[src/rtl/led_seq_pkg.sv]
`default_nettype none
// +----------------------------------------------------------------------+
// | Module      : led_seq_pkg                                            |
// | Description : Shared types and helpers for the LED blink sequencer.  |
// | Revision    : 1.0  initial release                                   |
// +----------------------------------------------------------------------+
package led_seq_pkg;

  localparam int CNT_W_DEF     = 26;
  localparam int DWELL_W_DEF   = 8;
  localparam int NUM_STEPS_DEF = 4;

  typedef enum logic [2:0] {
    ST_IDLE  = 3'd0,
    ST_LOAD  = 3'd1,
    ST_ARM   = 3'd2,
    ST_RUN   = 3'd3,
    ST_PAUSE = 3'd4,
    ST_DONE  = 3'd5
  } seq_state_e;

  // LSB position of entry idx inside a flat table of width-bit entries
  function automatic int entry_lsb(input int idx, input int width);
    return idx * width;
  endfunction

endpackage
`default_nettype wire

[src/rtl/led_seq_edge_det.sv]
`default_nettype none
// +----------------------------------------------------------------------+
// | Module      : led_seq_edge_det                                       |
// | Description : Registers the divider output and flags any change of  |
// |               level as a toggle, unless masked.                      |
// | Revision    : 1.0  initial release                                   |
// +----------------------------------------------------------------------+
module led_seq_edge_det (
  input  logic clock,
  input  logic reset,
  input  logic din,
  input  logic mask,
  output logic toggle
);

  logic din_q;

  // Track the previous divider level every cycle; the divider idles high
  always_ff @(posedge clock) begin
    if (reset) begin
      din_q <= 1'b1;
    end else begin
      din_q <= din;
    end
  end

  // Masking hides the forced-high transition caused by resetting the divider
  assign toggle = (din ^ din_q) & ~mask;

endmodule
`default_nettype wire

[src/rtl/led_blink_sequencer.sv]
`default_nettype none
// +----------------------------------------------------------------------+
// | Module      : led_blink_sequencer                                    |
// | Description : Steps an LED clock divider through a table of blink    |
// |               periods, dwelling a set number of toggles per step.    |
// | Revision    : 1.0  initial release                                   |
// +----------------------------------------------------------------------+
module led_blink_sequencer
  import led_seq_pkg::*;
#(
  parameter int CNT_W     = CNT_W_DEF,
  parameter int NUM_STEPS = NUM_STEPS_DEF,
  parameter int DWELL_W   = DWELL_W_DEF,
  parameter int IDX_W     = 2
) (
  input  logic                           clock,
  input  logic                           reset,
  input  logic                           start,
  input  logic                           stop,
  input  logic                           pause,
  input  logic                           loop_en,
  input  logic [NUM_STEPS*CNT_W-1:0]     step_period,
  input  logic [NUM_STEPS*DWELL_W-1:0]   step_dwell,
  input  logic                           div_out,
  output logic                           div_enable,
  output logic                           div_reset,
  output logic [CNT_W-1:0]               div_count,
  output logic [IDX_W-1:0]               step_idx,
  output logic                           busy,
  output logic                           done
);

  seq_state_e           state;
  logic [DWELL_W-1:0]   toggle_cnt;
  logic [DWELL_W-1:0]   dwell_cur;
  logic                 ran_any;

  logic [CNT_W-1:0]     period_sel;
  logic [DWELL_W-1:0]   dwell_sel;
  logic [DWELL_W:0]     cnt_next;
  logic                 last_step;
  logic                 skip_step;
  logic                 step_end;
  logic                 toggle;
  logic                 arm_mask;

  assign arm_mask = (state == ST_ARM);

  led_seq_edge_det u_edge_det (
    .clock  (clock),
    .reset  (reset),
    .din    (div_out),
    .mask   (arm_mask),
    .toggle (toggle)
  );

  // Current table entry, step bookkeeping and end-of-step detection
  always_comb begin
    period_sel = step_period[entry_lsb(int'(step_idx), CNT_W) +: CNT_W];
    dwell_sel  = step_dwell[entry_lsb(int'(step_idx), DWELL_W) +: DWELL_W];
    cnt_next   = {1'b0, toggle_cnt} + 1'b1;
    last_step  = (step_idx == IDX_W'(NUM_STEPS - 1));
    skip_step  = (period_sel == '0) || (dwell_sel == '0);
    // A toggle counted while pausing can already complete the dwell, so a
    // full counter also ends the step once running resumes
    step_end   = (toggle_cnt >= dwell_cur) ||
                 (toggle && (cnt_next == {1'b0, dwell_cur}));
  end

  // Sequencer FSM with registered divider controls and status outputs
  always_ff @(posedge clock) begin
    if (reset) begin
      state      <= ST_IDLE;
      div_enable <= 1'b0;
      div_reset  <= 1'b1;
      div_count  <= '0;
      step_idx   <= '0;
      busy       <= 1'b0;
      done       <= 1'b0;
      toggle_cnt <= '0;
      dwell_cur  <= '0;
      ran_any    <= 1'b0;
    end else begin
      done <= 1'b0;
      case (state)
        ST_IDLE: begin
          div_enable <= 1'b0;
          div_reset  <= 1'b1;
          busy       <= 1'b0;
          if (start) begin
            state    <= ST_LOAD;
            step_idx <= '0;
            busy     <= 1'b1;
            ran_any  <= 1'b0;
          end
        end

        ST_LOAD: begin
          if (stop) begin
            state      <= ST_IDLE;
            busy       <= 1'b0;
            div_enable <= 1'b0;
            div_reset  <= 1'b1;
            step_idx   <= '0;
          end else if (skip_step) begin
            if (!last_step) begin
              step_idx <= step_idx + IDX_W'(1);
            end else if (!loop_en) begin
              state <= ST_DONE;
              done  <= 1'b1;
            end else if (ran_any) begin
              step_idx <= '0;
              ran_any  <= 1'b0;
            end else begin
              // Looping over a table with nothing to run would spin forever
              state <= ST_IDLE;
              busy  <= 1'b0;
            end
          end else begin
            div_count  <= period_sel;
            dwell_cur  <= dwell_sel;
            div_reset  <= 1'b1;
            toggle_cnt <= '0;
            ran_any    <= 1'b1;
            state      <= ST_ARM;
          end
        end

        ST_ARM: begin
          if (stop) begin
            state      <= ST_IDLE;
            busy       <= 1'b0;
            div_enable <= 1'b0;
            div_reset  <= 1'b1;
            step_idx   <= '0;
          end else begin
            div_reset  <= 1'b0;
            div_enable <= 1'b1;
            state      <= ST_RUN;
          end
        end

        ST_RUN: begin
          if (stop) begin
            state      <= ST_IDLE;
            busy       <= 1'b0;
            div_enable <= 1'b0;
            div_reset  <= 1'b1;
            step_idx   <= '0;
          end else if (pause) begin
            state      <= ST_PAUSE;
            div_enable <= 1'b0;
            if (toggle) begin
              toggle_cnt <= cnt_next[DWELL_W-1:0];
            end
          end else if (step_end) begin
            div_enable <= 1'b0;
            div_reset  <= 1'b1;
            toggle_cnt <= '0;
            if (!last_step) begin
              step_idx <= step_idx + IDX_W'(1);
              state    <= ST_LOAD;
            end else if (loop_en) begin
              step_idx <= '0;
              ran_any  <= 1'b0;
              state    <= ST_LOAD;
            end else begin
              state <= ST_DONE;
              done  <= 1'b1;
            end
          end else if (toggle) begin
            toggle_cnt <= cnt_next[DWELL_W-1:0];
          end
        end

        ST_PAUSE: begin
          if (stop) begin
            state      <= ST_IDLE;
            busy       <= 1'b0;
            div_enable <= 1'b0;
            div_reset  <= 1'b1;
            step_idx   <= '0;
          end else if (!pause) begin
            div_enable <= 1'b1;
            state      <= ST_RUN;
          end
        end

        ST_DONE: begin
          state      <= ST_IDLE;
          busy       <= 1'b0;
          div_enable <= 1'b0;
          div_reset  <= 1'b1;
        end

        default: begin
          state      <= ST_IDLE;
          busy       <= 1'b0;
          div_enable <= 1'b0;
          div_reset  <= 1'b1;
          step_idx   <= '0;
        end
      endcase
    end
  end

endmodule
`default_nettype wire
[config.mk]
export PLATFORM = sky130hd
export DESIGN_NAME = led_blink_sequencer
export DESIGN_NICKNAME = d
export VERILOG_FILES = /design/src/rtl/led_seq_pkg.sv /design/src/rtl/led_seq_edge_det.sv /design/src/rtl/led_blink_sequencer.sv
export SDC_FILE = /design/constraint.sdc
export NUM_CORES = 1
export LEC_CHECK = 0
export ABC_AREA = 0
export BUFFER_PORTS_ARGS = -buffer_cell sky130_fd_sc_hd__buf_4
export CAP_MARGIN = 20
export CORE_MARGIN = 2
export CORE_UTILIZATION = 30
export CTS_CLUSTER_DIAMETER = 150
export DETAILED_ROUTE_END_ITERATION = 12
export GPL_TIMING_DRIVEN = 0
export PLACE_DENSITY = 0.56
export REMOVE_ABC_BUFFERS = 1
export SLEW_MARGIN = 20
export SYNTH_ARGS = -nofsm -noshare
export SYNTH_HDL_FRONTEND = slang
export SYNTH_SLANG_ARGS = --single-unit
export TNS_END_PERCENT = 5
[constraint.sdc]
create_clock -name clock -period 6.52 [get_ports clock]
set_clock_uncertainty 0.1 [all_clocks]
set_input_delay 1.304 -clock clock [delete_from_list [all_inputs] [get_ports clock]]
set_output_delay 1.304 -clock clock [all_outputs]
set_load 0.01 [all_outputs]
Yosys cells after proc, flatten, opt, wreduce, memory -nomap -nowiden
Index checks and enable logic that the tools add are counted.
{"block": "op_classes", "n_addsub": 2, "multipliers": 1, "div": 0, "order_cmp": 1, "n_eq_ne": 31, "n_shift": 2, "n_mux": 75, "n_bitwise": 6, "reduce_logical": 18}
{"cell": "$shiftx 104x8->26", "count": 1}
{"cell": "$mux 8", "count": 6}
{"cell": "$mux 3", "count": 13}
{"cell": "$mux 1", "count": 35}
{"cell": "$shiftx 32x6->8", "count": 1}
{"cell": "$logic_not 26->1", "count": 1}
{"cell": "$mux 2", "count": 13}
{"cell": "$ne 3x3->1 const B", "count": 8}
{"cell": "$ne 4x4->1 const B", "count": 5}
{"cell": "$ne 2x2->1 const B", "count": 8}
{"cell": "$pmux 8 s2", "count": 1}
{"cell": "$pmux 3 s5", "count": 1}
{"cell": "$pmux 2 s5", "count": 1}
{"cell": "$reduce_and 5->1", "count": 2}
{"cell": "$add 8x1->9 const B", "count": 1}
{"cell": "$eq 9x8->1", "count": 1}
{"cell": "$reduce_and 9->1", "count": 1}
{"cell": "$ge 8x8->1", "count": 1}
{"cell": "$logic_not 8->1", "count": 1}
{"cell": "$pmux 1 s4", "count": 2}
{"cell": "$reduce_and 4->1", "count": 2}
{"cell": "$eq 3x2->1 const B", "count": 2}
{"cell": "$eq 3x3->1 const B", "count": 2}
{"cell": "$mul 2x4->6 const B", "count": 1}
{"cell": "other kinds (19)", "count": 26}
{"block": "word_totals", "reg_bits": 53, "latchBits": 0, "ramBits": 0, "romBits": 0, "wordCells": 147, "memories": 0}

Depth between registers and ports, before layout
{"block": "depth", "word_depth": 9, "depth_mapped": 10, "mapped_depth_nobuf": 9}

By module
Synthesis repeated with hierarchy kept, for this count alone.
{"block": "unflattened", "hier_cells": 383, "hier_area_um2": 3772.4}
{"module": "led_blink_sequencer", "n_inst": 1, "cells_per_inst": 379, "area_per_inst_um2": 3733.6, "seq_area_each_um2": 1041.0}
{"module": "led_seq_edge_det", "n_inst": 1, "cells_per_inst": 4, "area_per_inst_um2": 38.8, "seq_area_each_um2": 20.0}

Worst setup path before layout
No wires, ideal clock.
{"block": "synth_timing", "kind": "input -> register", "from": "input step_period[103]", "to": "register step_idx[1]", "setup_ps": 70, "arrival_ps": 3645, "slack_ps": 2705, "stages": 8, "cell_sequence": "mux4_2 -> or4_1 -> nand3b_1 -> o211a_1 -> buf_6 -> a211o_1 -> or4_1 -> a21oi_1"}
{"block": "synth_between", "elab_chain_cells": 5}
{"item": "start, declared", "line_no": "led_blink_sequencer.sv:22", "rtl": "input logic [NUM_STEPS*CNT_W-1:0] step_period,"}
{"item": "$shiftx 104x8->26", "line_no": "led_blink_sequencer.sv:59", "rtl": "period_sel = step_period[entry_lsb(int'(step_idx), CNT_W) +: CNT_W];"}
{"item": "$logic_not 26->1", "line_no": "led_blink_sequencer.sv:63", "rtl": "skip_step = (period_sel == '0) || (dwell_sel == '0);"}
{"item": "$logic_or 1x1->1", "line_no": "led_blink_sequencer.sv:63"}
{"item": "$ne 3x3->1 (no line)"}
{"item": "$reduce_and 9->1 (no line)"}
{"item": "end signal, assigned", "line_no": "led_blink_sequencer.sv:107", "rtl": "step_idx <= step_idx + IDX_W'(1);"}
{"item": "end signal, assigned", "line_no": "led_blink_sequencer.sv:161", "rtl": "step_idx <= step_idx + IDX_W'(1);"}
{"item": "end, declared", "line_no": "led_blink_sequencer.sv:28", "rtl": "output logic [IDX_W-1:0] step_idx,"}
Every way passes these cells.
A chain may end at the register's enable or synchronous reset.

Worst setup path in the final report
{"block": "layout_timing", "from": "input step_period[98]", "to": "register step_idx[1]"}
Same word-level chain as after synthesis.

==> impl_metrics.json <==
{
  "slew_violations": 0,
  "irDropWorstVdd_mv": 0.1269,
  "nets": 701,
  "avgSynthCellArea_um2": 9.485,
  "pre_cts_ws_ps": 2147,
  "setup_viol": 0,
  "critPathLaunchType": "input port",
  "post-route-min-period_ps": 4042,
  "powerDensity_mw_per_mm2": 165.6,
  "synth_seq_cells": 53,
  "die_height_um": 115.2,
  "synth.largest_area_cell": "dfxtp_1",
  "tightest_slew_ps": 916.6,
  "arrival_ps": 4160,
  "route.detailed.drc": 0,
  "tritoncts": "built",
  "slew_headroom_pct": 38.90,
  "worst_slack_ps": 2478,
  "drv_cap": 0,
  "synth_cell_types": 51,
  "clk_latency_ps": 290,
  "post-cts-setup-buffers": 0,
  "vias_per_cell": 5.156,
  "status": "completed",
  "gp_congestion": 0.8169,
  "place_area_mm2": 0.005150,
  "hold_viol_final": 0,
  "rsz0062_at_grt": "false",
  "design_area_mm2": 0.005301,
  "syn_area_mm2": 0.003709,
  "antenna_left": 0,
  "fin_crit_sh_pct": 61.99,
  "grt_max_degree": 46,
  "dieArea_mm2": 0.01327,
  "cts_made_buffers": 5,
  "netlist.area_leader.share_pct": 28.61,
  "fmax_mhz": 247.4,
  "p_leak_nw": 2.071,
  "drive_above_1_share_pct": 41.17,
  "ios": 175,
  "cp_max_fo": 37,
  "antenna_cells": 0,
  "initial_core_util_pct": 30.75,
  "root_buffer": "clkbuf_16",
  "yosysSeqAreaShare_pct": 28.61,
  "detail_route.iter0.violations": 140,
  "netlist_instances": 391,
  "postCtsResizedCells": 0,
  "cts_hold_buf": 0,
  "wire_per_inst_um": 15.98,
  "antenna_found_initial": 0,
  "synth_common_cells": "53 x dfxtp_1, 53 x nor2_1, 35 x mux2i_1, 34 x mux4_2, 22 x inv_1",
  "grt.total_usage_pct": 17.44,
  "die_w_um": 115.2,
  "synth_ff_type": "dfxtp_1",
  "dr.pass1.iters": 4,
  "clk_pin_slew_ps": 70,
  "io_buffer_count": 174,
  "yosys_warnings": 0,
  "htreeDepth": 2,
  "cts_sinks": 53,
  "synth-async-reset-ratio_pct": 0,
  "r2r_cells": 7,
  "crit_type": "input port to flop",
  "drt_wl_total_um": 11460,
  "min_path_type": "flop to flop",
  "overflow": 0,
  "placeableCoreArea_mm2": 0.01206,
  "grt_pass1_wl_um": 18530,
  "yosys-top-cells-area": "dfxtp_1 29%, mux4_2 21%, mux2i_1 9.4%",
  "cp_data_required_time_ps": 6640,
  "areaGrowthSynthToFinish_pct": 42.95,
  "cts_buffer_depth": 2,
  "cp-end-kind": "flop",
  "fp-row-count": 40,
  "hold_depth": 2,
  "grt_pass1_vias": 3776,
  "finalSetupTns_ps": 0,
  "synth_edf_count": 0,
  "dr_total_vias": 3697,
  "dpl.hpwl_um": 9132
}
flip-flops by register name (all words and copies together) (netlist names):
register / count
div_count: 26
dwell_cur: 8
toggle_cnt: 8
state: 3
step_idx: 2
busy: 1
div_enable: 1
div_reset: 1
done: 1
ran_any: 1
u_edge_det.din_q: 1
per-stage QoR:
| stage | util (%) | std cells | hold WS [ps] | power, W |
|---|---|---|---|---|
| after floorplan | - | 366 | 364.7 | 0.0004941 |
| after global placement | 42.37 | 708 | 370.0 | 0.0006132 |
| after detailed placement | 42.70 | 709 | 371.7 | 0.0006147 |
| after CTS | 43.95 | 717 | 387.7 | 0.0008902 |
| after global routing | 43.95 | 717 | 412.1 | 0.0009245 |
| final | 43.95 | 717 | 382.5 | 0.0008779 |
layer usage:
layer	vias up	routed length, um	GRT usage, %	part of all wire [%]
li1	1799	-	-	-
met1	1766	4728	21.16	41
met2	128	5961	32.39	52
met3	4	710	3.110	6.2
met4	0	58	3.293	0.51
met5	-	0	0	0
layout make-up:
cell class / instances / area (um^2)
Clock buffer: 5 / 125.1
Clock inverter: 3 / 26.28
Fill cell: 1194 / 6760
Inverter: 22 / 82.58
Multi-Input combinational cell: 291 / 2457
Sequential cell: 53 / 1066
Tap cell: 168 / 210.2
Timing Repair Buffer: 175 / 1334
cell usage in the layout, fill, tap and decap left out, types with 9 or more instances in the layout:
cell type and count:
buf_4 174, nor2_1 53, dfxtp_1 51, mux2i_1 35, mux4_2 34, inv_1 22, nand2_1 18, a21oi_1 17
o21ai_0 12, a31oi_1 10, ha_1 10, nor4_1 9, nand3_1 9
kinds of logic after synthesis:
kind of cell             after synthesis  synth area share, %
AO/OA/AOI/OAI                         75                13.43
XOR/XNOR                               9                2.126
adder cells (fa/ha/maj)               10                3.374
buffers and inverters                 47                5.331
flip-flops                            53                28.61
multiplexers                          70                30.40
AND/OR/NAND/NOR                      127                16.73
power by group:
group          internal, W  switching [W]  total, W  leakage [nW]
Sequential        0.000341      0.0000244  0.000365         0.431
Clock             0.000145       0.000127  0.000272        0.0744
Combinational     0.000139       0.000101  0.000240          1.57
Total             0.000625       0.000253  0.000878          2.07
final timing paths:
path,start,end,slack [ps]
min reg2reg,busy,busy,380
max reg2reg,step_idx[0],step_idx[1],2640
max,step_period[98],step_idx[1],2480
min,busy,busy,380
critical path, stage by stage:
cell,delay [ps]
buf_4,110
mux4_2,490
or4_1,570
nand3b_1,220
o211a_4,480
a211o_1,350
or4_1,480
a21oi_1,150
Note: power is estimated with default switching activity, not from simulation.
